**config.mk**
```make
export PLATFORM = sky130hd
export DESIGN_NAME = serial_frame_tx
export DESIGN_NICKNAME = d
export VERILOG_FILES = /design/src/rtl/serial_frame_tx.sv
export SDC_FILE = /design/constraint.sdc
export NUM_CORES = 1
export LEC_CHECK = 0
export CORE_AREA = 2 2 49 97
export CTS_BUF_LIST = sky130_fd_sc_hd__clkbuf_4 sky130_fd_sc_hd__clkbuf_8
export DETAILED_ROUTE_END_ITERATION = 10
export DIE_AREA = 0 0 51 99
export PLACE_DENSITY = 0.54
export RECOVER_POWER = 50
export SETUP_SLACK_MARGIN = 0.05
export SYNTH_ARGS = -nofsm -noshare
export SYNTH_HDL_FRONTEND = slang
export SYNTH_SLANG_ARGS = --single-unit
export TNS_END_PERCENT = 5
```
**constraint.sdc**
```tcl
create_clock -name Clk -period 4 [get_ports Clk]
set_clock_uncertainty 0.15 [all_clocks]
set_input_delay 0.6 -clock Clk [delete_from_list [all_inputs] [get_ports Clk]]
set_output_delay 0.6 -clock Clk [all_outputs]
set_load 0.05 [all_outputs]
```
**src/rtl/serial_frame_tx.sv**
```systemverilog
// serial_frame_tx
// Parallel-to-serial frame transmitter. Accepts one word per valid/ready
// handshake and sends it LSB-first as: start bit (0), data bits, optional
// parity bit, stop bit (1). Each line bit is held for CLKS_PER_BIT cycles.
//
// Ports:
//   Clk     in   system clock, all logic on posedge
//   Rst     in   synchronous active-high reset
//   Data_in in   word to send, sampled on the handshake cycle only
//   Valid   in   Data_in is valid
//   Ready   out  can accept a word (registered)
//   Tx      out  serial line, idles high (registered)
//   Txbar   out  complement of Tx (registered on the same edge)
//   Busy    out  frame in progress (registered)
//   Done    out  one-cycle pulse in the last cycle of the stop bit
//
// state  | meaning
// IDLE   | line high, Ready=1, waiting for Valid
// START  | start bit (line low)
// DATA   | data bits, LSB of shift register on the line
// PARITY | parity bit (only reachable when PARITY_EN=1)
// STOP   | stop bit (line high), Done in its last cycle

module serial_frame_tx #(
  parameter int DATA_WIDTH   = 8,
  parameter int CLKS_PER_BIT = 16,
  parameter bit PARITY_EN    = 1'b1,
  parameter bit PARITY_ODD   = 1'b0
) (
  input  logic                  Clk,
  input  logic                  Rst,
  input  logic [DATA_WIDTH-1:0] Data_in,
  input  logic                  Valid,
  output logic                  Ready,
  output logic                  Tx,
  output logic                  Txbar,
  output logic                  Busy,
  output logic                  Done
);

  localparam int CW = (CLKS_PER_BIT > 1) ? $clog2(CLKS_PER_BIT) : 1;
  localparam int BW = (DATA_WIDTH > 1) ? $clog2(DATA_WIDTH) : 1;
  localparam logic [CW-1:0] CYC_LAST = CW'(CLKS_PER_BIT - 1);
  localparam logic [BW-1:0] BIT_LAST = BW'(DATA_WIDTH - 1);

  typedef enum logic [2:0] {
    IDLE,
    START,
    DATA,
    PARITY,
    STOP
  } state_t;

  state_t                state, state_nxt;
  logic [CW-1:0]         cyc_cnt, cyc_nxt;
  logic [BW-1:0]         bit_cnt, bit_nxt;
  logic [DATA_WIDTH-1:0] shreg, shreg_nxt;
  logic                  par, par_nxt;
  logic                  bit_end;
  logic                  tx_nxt, ready_nxt, busy_nxt, done_nxt;

  always_comb begin
    state_nxt = state;
    cyc_nxt   = cyc_cnt;
    bit_nxt   = bit_cnt;
    shreg_nxt = shreg;
    par_nxt   = par;
    bit_end   = (cyc_cnt == CYC_LAST);

    case (state)
      IDLE: begin
        if (Valid) begin
          state_nxt = START;
          cyc_nxt   = '0;
          bit_nxt   = '0;
          shreg_nxt = Data_in;
          // parity is fixed at accept time so later shifts cannot disturb it
          par_nxt   = (^Data_in) ^ PARITY_ODD;
        end
      end
      START: begin
        if (bit_end) begin
          state_nxt = DATA;
          cyc_nxt   = '0;
          bit_nxt   = '0;
        end else begin
          cyc_nxt = cyc_cnt + 1'b1;
        end
      end
      DATA: begin
        if (bit_end) begin
          cyc_nxt = '0;
          if (bit_cnt == BIT_LAST) begin
            state_nxt = PARITY_EN ? PARITY : STOP;
          end else begin
            bit_nxt   = bit_cnt + 1'b1;
            shreg_nxt = shreg >> 1;
          end
        end else begin
          cyc_nxt = cyc_cnt + 1'b1;
        end
      end
      PARITY: begin
        if (bit_end) begin
          state_nxt = STOP;
          cyc_nxt   = '0;
        end else begin
          cyc_nxt = cyc_cnt + 1'b1;
        end
      end
      STOP: begin
        if (bit_end) begin
          state_nxt = IDLE;
          cyc_nxt   = '0;
        end else begin
          cyc_nxt = cyc_cnt + 1'b1;
        end
      end
      default: begin
        state_nxt = IDLE;
        cyc_nxt   = '0;
        bit_nxt   = '0;
      end
    endcase

    // Outputs are decoded from the next state so they can be registered
    // and still line up with the state they describe.
    tx_nxt = 1'b1;
    case (state_nxt)
      START:   tx_nxt = 1'b0;
      DATA:    tx_nxt = shreg_nxt[0];
      PARITY:  tx_nxt = par_nxt;
      default: tx_nxt = 1'b1;
    endcase
    ready_nxt = (state_nxt == IDLE);
    busy_nxt  = ~ready_nxt;
    done_nxt  = (state_nxt == STOP) && (cyc_nxt == CYC_LAST);
  end

  always_ff @(posedge Clk) begin
    if (Rst) begin
      state   <= IDLE;
      cyc_cnt <= '0;
      bit_cnt <= '0;
      shreg   <= '0;
      par     <= 1'b0;
      Tx      <= 1'b1;
      Txbar   <= 1'b0;
      Ready   <= 1'b1;
      Busy    <= 1'b0;
      Done    <= 1'b0;
    end else begin
      state   <= state_nxt;
      cyc_cnt <= cyc_nxt;
      bit_cnt <= bit_nxt;
      shreg   <= shreg_nxt;
      par     <= par_nxt;
      Tx      <= tx_nxt;
      Txbar   <= ~tx_nxt;
      Ready   <= ready_nxt;
      Busy    <= busy_nxt;
      Done    <= done_nxt;
    end
  end

endmodule

```
* Word-level counts from Yosys, hierarchy flattened *
Index checks and enable logic that the tools add are counted.
W data, S select, Z words.

cells by class
  reductions and logical operators = 9
  multiplexer cells = 22
  eq/ne operators = 15
  bitwise gates (word level) = 3
  add/subtract/negate cells = 2

operators with widths
  cell                   number
  $mux W3                10
  $mux W8                3
  $pmux W8 S2            1
  $pmux W3 S5            1
  $eq A3 B2 Y1 const B   4
  $pmux W3 S4            1
  $eq A3 B3 Y1 const B   3
  $eq A4 B4 Y1 const B   2
  $mux W4                2
  $ne A2 B2 Y1 const B   4
  $pmux W4 S2            1
  $reduce_xor A8 Y1      1
  $eq A3 B1 Y1 const B   2
  $logic_not A3 Y1       2
  $reduce_and A5 Y1      1
  $add A4 B1 Y4 const B  1
  $reduce_and A4 Y1      1
  $reduce_or A4 Y1       1
  $add A3 B1 Y3 const B  1
  $not A1 Y1             3
  $pmux W1 S3            1
  $mux W1                2
  $reduce_bool A2 Y1     1
  $reduce_or A2 Y1       1
  $logic_and A1 B1 Y1    1

word-level totals
  flip-flop bits (word level) = 24

* Logic depth before layout (Yosys ltp) *
  depth after elaboration = 7
  mapped depth = 7
  gate-level depth less buffers = 7

* Worst setup path before layout *
OpenSTA, ideal clock, no wires.

  kind = reg-to-reg
  from = register bit_cnt[0]
  to = register bit_cnt[1]
  arrival = 1769 ps
  slack = 2011 ps
  period minus slack after synthesis = 1989 ps
  cell stages (with the launch flop) = 8
  library setup time = 71 ps
  data required time = 3779 ps
  path through = dfxtp_1 ha_1 ha_1 nand2b_1 or3_1 o211a_1 or3b_1 a21oi_1

on the way
  cells in the longest elaborated chain, start to end = 4

ends and longest elaborated chain
  item                    RTL line  text
  from (decl)             56        logic [BW-1:0] bit_cnt, bit_nxt;
  from (signal assigned)  155       bit_cnt <= bit_nxt;
  $add A3 B1 Y3           96        bit_nxt = bit_cnt + 1'b1;
  $mux W3                 93        if (bit_cnt == BIT_LAST) begin
  $mux W3                 91        if (bit_end) begin
  $pmux W3 S4             70        case (state)

Parallel ways exist; a longest one is shown, timed or not. The select of a mux whose other input is x is not followed.
A chain may end at the register's enable or synchronous reset.

* Worst setup path in the final report *
  from = register state[2]
  to = register bit_cnt[0]

on the way
  cells in the longest elaborated chain, start to end = 4

ends and longest elaborated chain
  item                                          RTL line  text
  from (decl)                                   54        state_t state, state_nxt;
  from (signal assigned)                        153       state <= state_nxt;
  $eq A3 B3 Y1 or $eq A3 B2 Y1 (tied branches)  70
  $reduce_or A2 Y1 (no line)                    -
  $not A1 Y1 (no line)                          -
  $reduce_and A5 Y1 (no line)                   -

Parallel ways exist; a longest one is shown, timed or not.

==> results.md <==
* Synth Warn # at 0
* Power density over the cells at 374 nW/um^2
* Crit-path leading delay family: simple AND/OR/NAND/NOR gates
* Number of global-route vias before repair at 1,055
* DR vias/cell at 5.21
* Synth Area in XOR/XNOR at 0.0728
* Ys async rst share at 0
* # nets final at 165
* TritonCTS Buffers at 3
* Worst Tran Pin Value at 0.864 ns
* Class of the worst hold path: flip-flop to flip-flop
* Multiplexer share of the synthesized area at 0.00832
* Max-cap violations at 0
* Mapped cell area at 1200 sq um
* Register area share after synthesis at 0.399
* Worst ir drop on vdd at 0.174 mV
* Post-synth EDFFs at 0
* Non-filler cells, final at 204
* Period utilization at 0.613
* Hold worst-path end: bit_cnt[2]$_SDFFE_PP0P_
* Root Driver: clkbuf_8
* RD Place Congestion at 0.740
* Global-route wire length before repair at 4510 um
* Hold_sp: bit_cnt[2]$_SDFFE_PP0P_
* Die width at 51 um
* Post-route ant nets at 0
* Post-route cell area at 1470 sq um
* Post-synth top flop: dfxtp_1
* Worst setup EP type: flip-flop
* Yosys reg bits at 24
* Synth Area in Compound Gates at 0.213
* Top cell type's share of synthesized area at 0.399
* Via Count at 1,063
* Core ar. at 4300 sq um
* I/O pins at 16
* Post-CTS setup buffers at 0
* Die H at 99 um
* Relative slew slack at 0.422
* Placed insts at 200
* Crit Path Max Fanout at 17
* Reg2reg setup slack at 1.55 ns
* Placed inst area at 1400 sq um
* Clk_lat worst skew at 0.27 ns
* Hold slack at 0.316 ns
* All-Layer GR Usage at 0.114
* Hold Vio Cnt, Final at 0
* Post-synthesis average cell area at 8.79 sq um
* Critical path arrival at 2.49 ns
* Area grow syn2layout at 21.9%
* Routed WL at 2730 um
* Setup tns final at 0 ns
* Crit-path most repeated cell: a21oi_1
* First drt pass iteration count at 4
* Grt ovf at 0
* Final max-slew violation count at 0
* Syn_nets at 151
* H-tree depth at 1
* Crit start category: flip-flop
* Final Util at 0.342
* Finish-stage setup viols at 0
* Post-synthesis simple-gate area fraction at 0.242
* RR Startpoint: state[2]$_SDFF_PP0_
* DR WL/cell at 13.4 um
* Crit path max-delay cell type: nor2_1
* Adder-cell share of the synthesized area at 0.0312
* Fmax at 408 MHz
* Die area at 5050 sq um
* Largest family of logic cells by synthesized area: simple AND/OR/NAND/NOR gates
* Worst-path clk slew at 0.09 ns
* CTS resizes at 0
* Largest net degree at the start of global routing at 18
* CTS sink cnt at 24
* Worst-case reg-to-reg path depth at 5
* ANT cells at 0
* Residual DRC at 0
* CP Cell Sequence: nor2_1 > a21oi_1 > o211a_1 > or3_1 > a21oi_1
* Synth unique cells at 38
* CP bufs+invs at 0
* Detailed Route Iter0 Violations at 27
* Critical path type: flip-flop to flip-flop
* WP data required at 4.04 ns
* Static Leak at 0.519 nW
* Port Buffer Count at 15
* DP Wirelength at 2060 um
* RR Endpoint: bit_cnt[0]$_SDFFE_PP0P_
* Unrepaired setup endpoints after global routing: no
* Outcome: completed
* Gate count of the mapped netlist at 137
* WHS Path Cells at 2
* Initial antenna violation count at 0
* # rows at 34
* Worst path max stage delay at 0.75 ns
* Layout cells sized above 1 at 0.0667
* TritonCTS clock tree: done
* Clock Tree Buf Depth at 2
* Post-synth top area cell: dfxtp_1
* Top post-synthesis cells by area: dfxtp_1 (40%), xnor2_1 (5.8%), a22o_1 (5.1%), a22oi_1 (4.4%), nor2_1 (4.1%)
* Fin crit period at 2.45 ns
* CTS hold repair buffers at 0
* Initial Utilization at 0.280
final cells by class:
type	count	area, sq um
Clock buffer	3	41.3
Clock inverter	1	30.0
Fill cell	451	2830
Inverter	2	7.51
Multi-Input combinational cell	104	683
Sequential cell	24	480
Tap cell	54	67.6
Timing Repair Buffer	16	158
report_power, final:
part | internal (mW) | leakage (nW) | switching [mW]
combinational | 0.0360 | 0.287 | 0.0464
clock | 0.134 | 0.0357 | 0.0771
sequential | 0.250 | 0.197 | 0.00636
stage by stage:
| stage | total power, mW | worst slack [ns] |
|---|---|---|
| after floorplan | 0.316 | 2.01 |
| after global placement | 0.344 | 1.51 |
| after detailed placement | 0.345 | 1.43 |
| after global routing | 0.573 | 1.37 |
| final | 0.549 | 1.55 |
| after CTS | 0.559 | 1.54 |
cell families after synthesis:
kind of cell | count (synthesis)
AOI/OAI and AO/OA | 36
muxes | 1
and+or+nand+nor | 54
buffers and inverters | 9
DFF | 24
adders and majority gates | 3
xor gates and xnor gates | 10
Yosys cell counts (2+ instances only):
cell type	count
clkbuf_1	4
inv_1	2
xnor2_1	8
nand2b_1	3
a32oi_1	2
nand3_1	4
or3b_1	2
nor3_1	6
nand2_1	9
xor2_1	2
dfxtp_1	24
a21oi_1	9
nor2b_1	3
o21ai_0	4
a22oi_1	7
nor4b_1	2
nor2_1	13
a22o_1	7
nor4_1	2
or3_1	3
buf_2	2
ha_1	3
tightest hold or removal path, stage by stage, from the launching register on:
cell and delay, ns:
dfxtp_1 0.32, nand2_1 0.05, a21oi_1 0.05
placed cells by master (no fill, tap or decap), types with 3 or more instances in the layout:
cell	count
a21oi_1	9
a22o_1	7
a22oi_1	7
clkbuf_8	3
clkdlybuf4s50_1	8
dfxtp_1	24
dlygate4sd3_1	7
ha_1	3
nand2_1	9
nand2b_1	3
nand3_1	4
nor2_1	13
nor2b_1	3
nor3_1	6
o21ai_0	4
or3_1	3
xnor2_1	8
worst max-delay path by stage:
stage,startpoint,end,depth (start not counted),slack (ns)
floorplan,bit_cnt[0]$_SDFFE_PP0P_,bit_cnt[1]$_SDFFE_PP0P_,7,2.01
global placement,Valid,Txbar$_SDFF_PP0_,7,1.51
detailed placement,Valid,Busy$_SDFF_PP0_,7,1.43
CTS,state[2]$_SDFF_PP0_,bit_cnt[0]$_SDFFE_PP0P_,5,1.54
global route,state[2]$_SDFF_PP0_,bit_cnt[1]$_SDFFE_PP0P_,5,1.37
finish,state[2]$_SDFF_PP0_,bit_cnt[0]$_SDFFE_PP0P_,5,1.55
flip-flops by register name, summed over array words and instances, names as in the netlist:
register  flops
Busy          1
Done          1
Ready         1
Tx            1
Txbar         1
bit_cnt       3
cyc_cnt       4
par           1
shreg         8
state         3
metal layers:
metal | share of wire | global-route usage
met1 | 0.40 | 0.121
met2 | 0.55 | 0.207
met3 | 0.038 | 0.0136
met4 | 0.014 | 0.0644
met5 | 0 | 0
No activity file was read; power rests on OpenSTA's default activity.
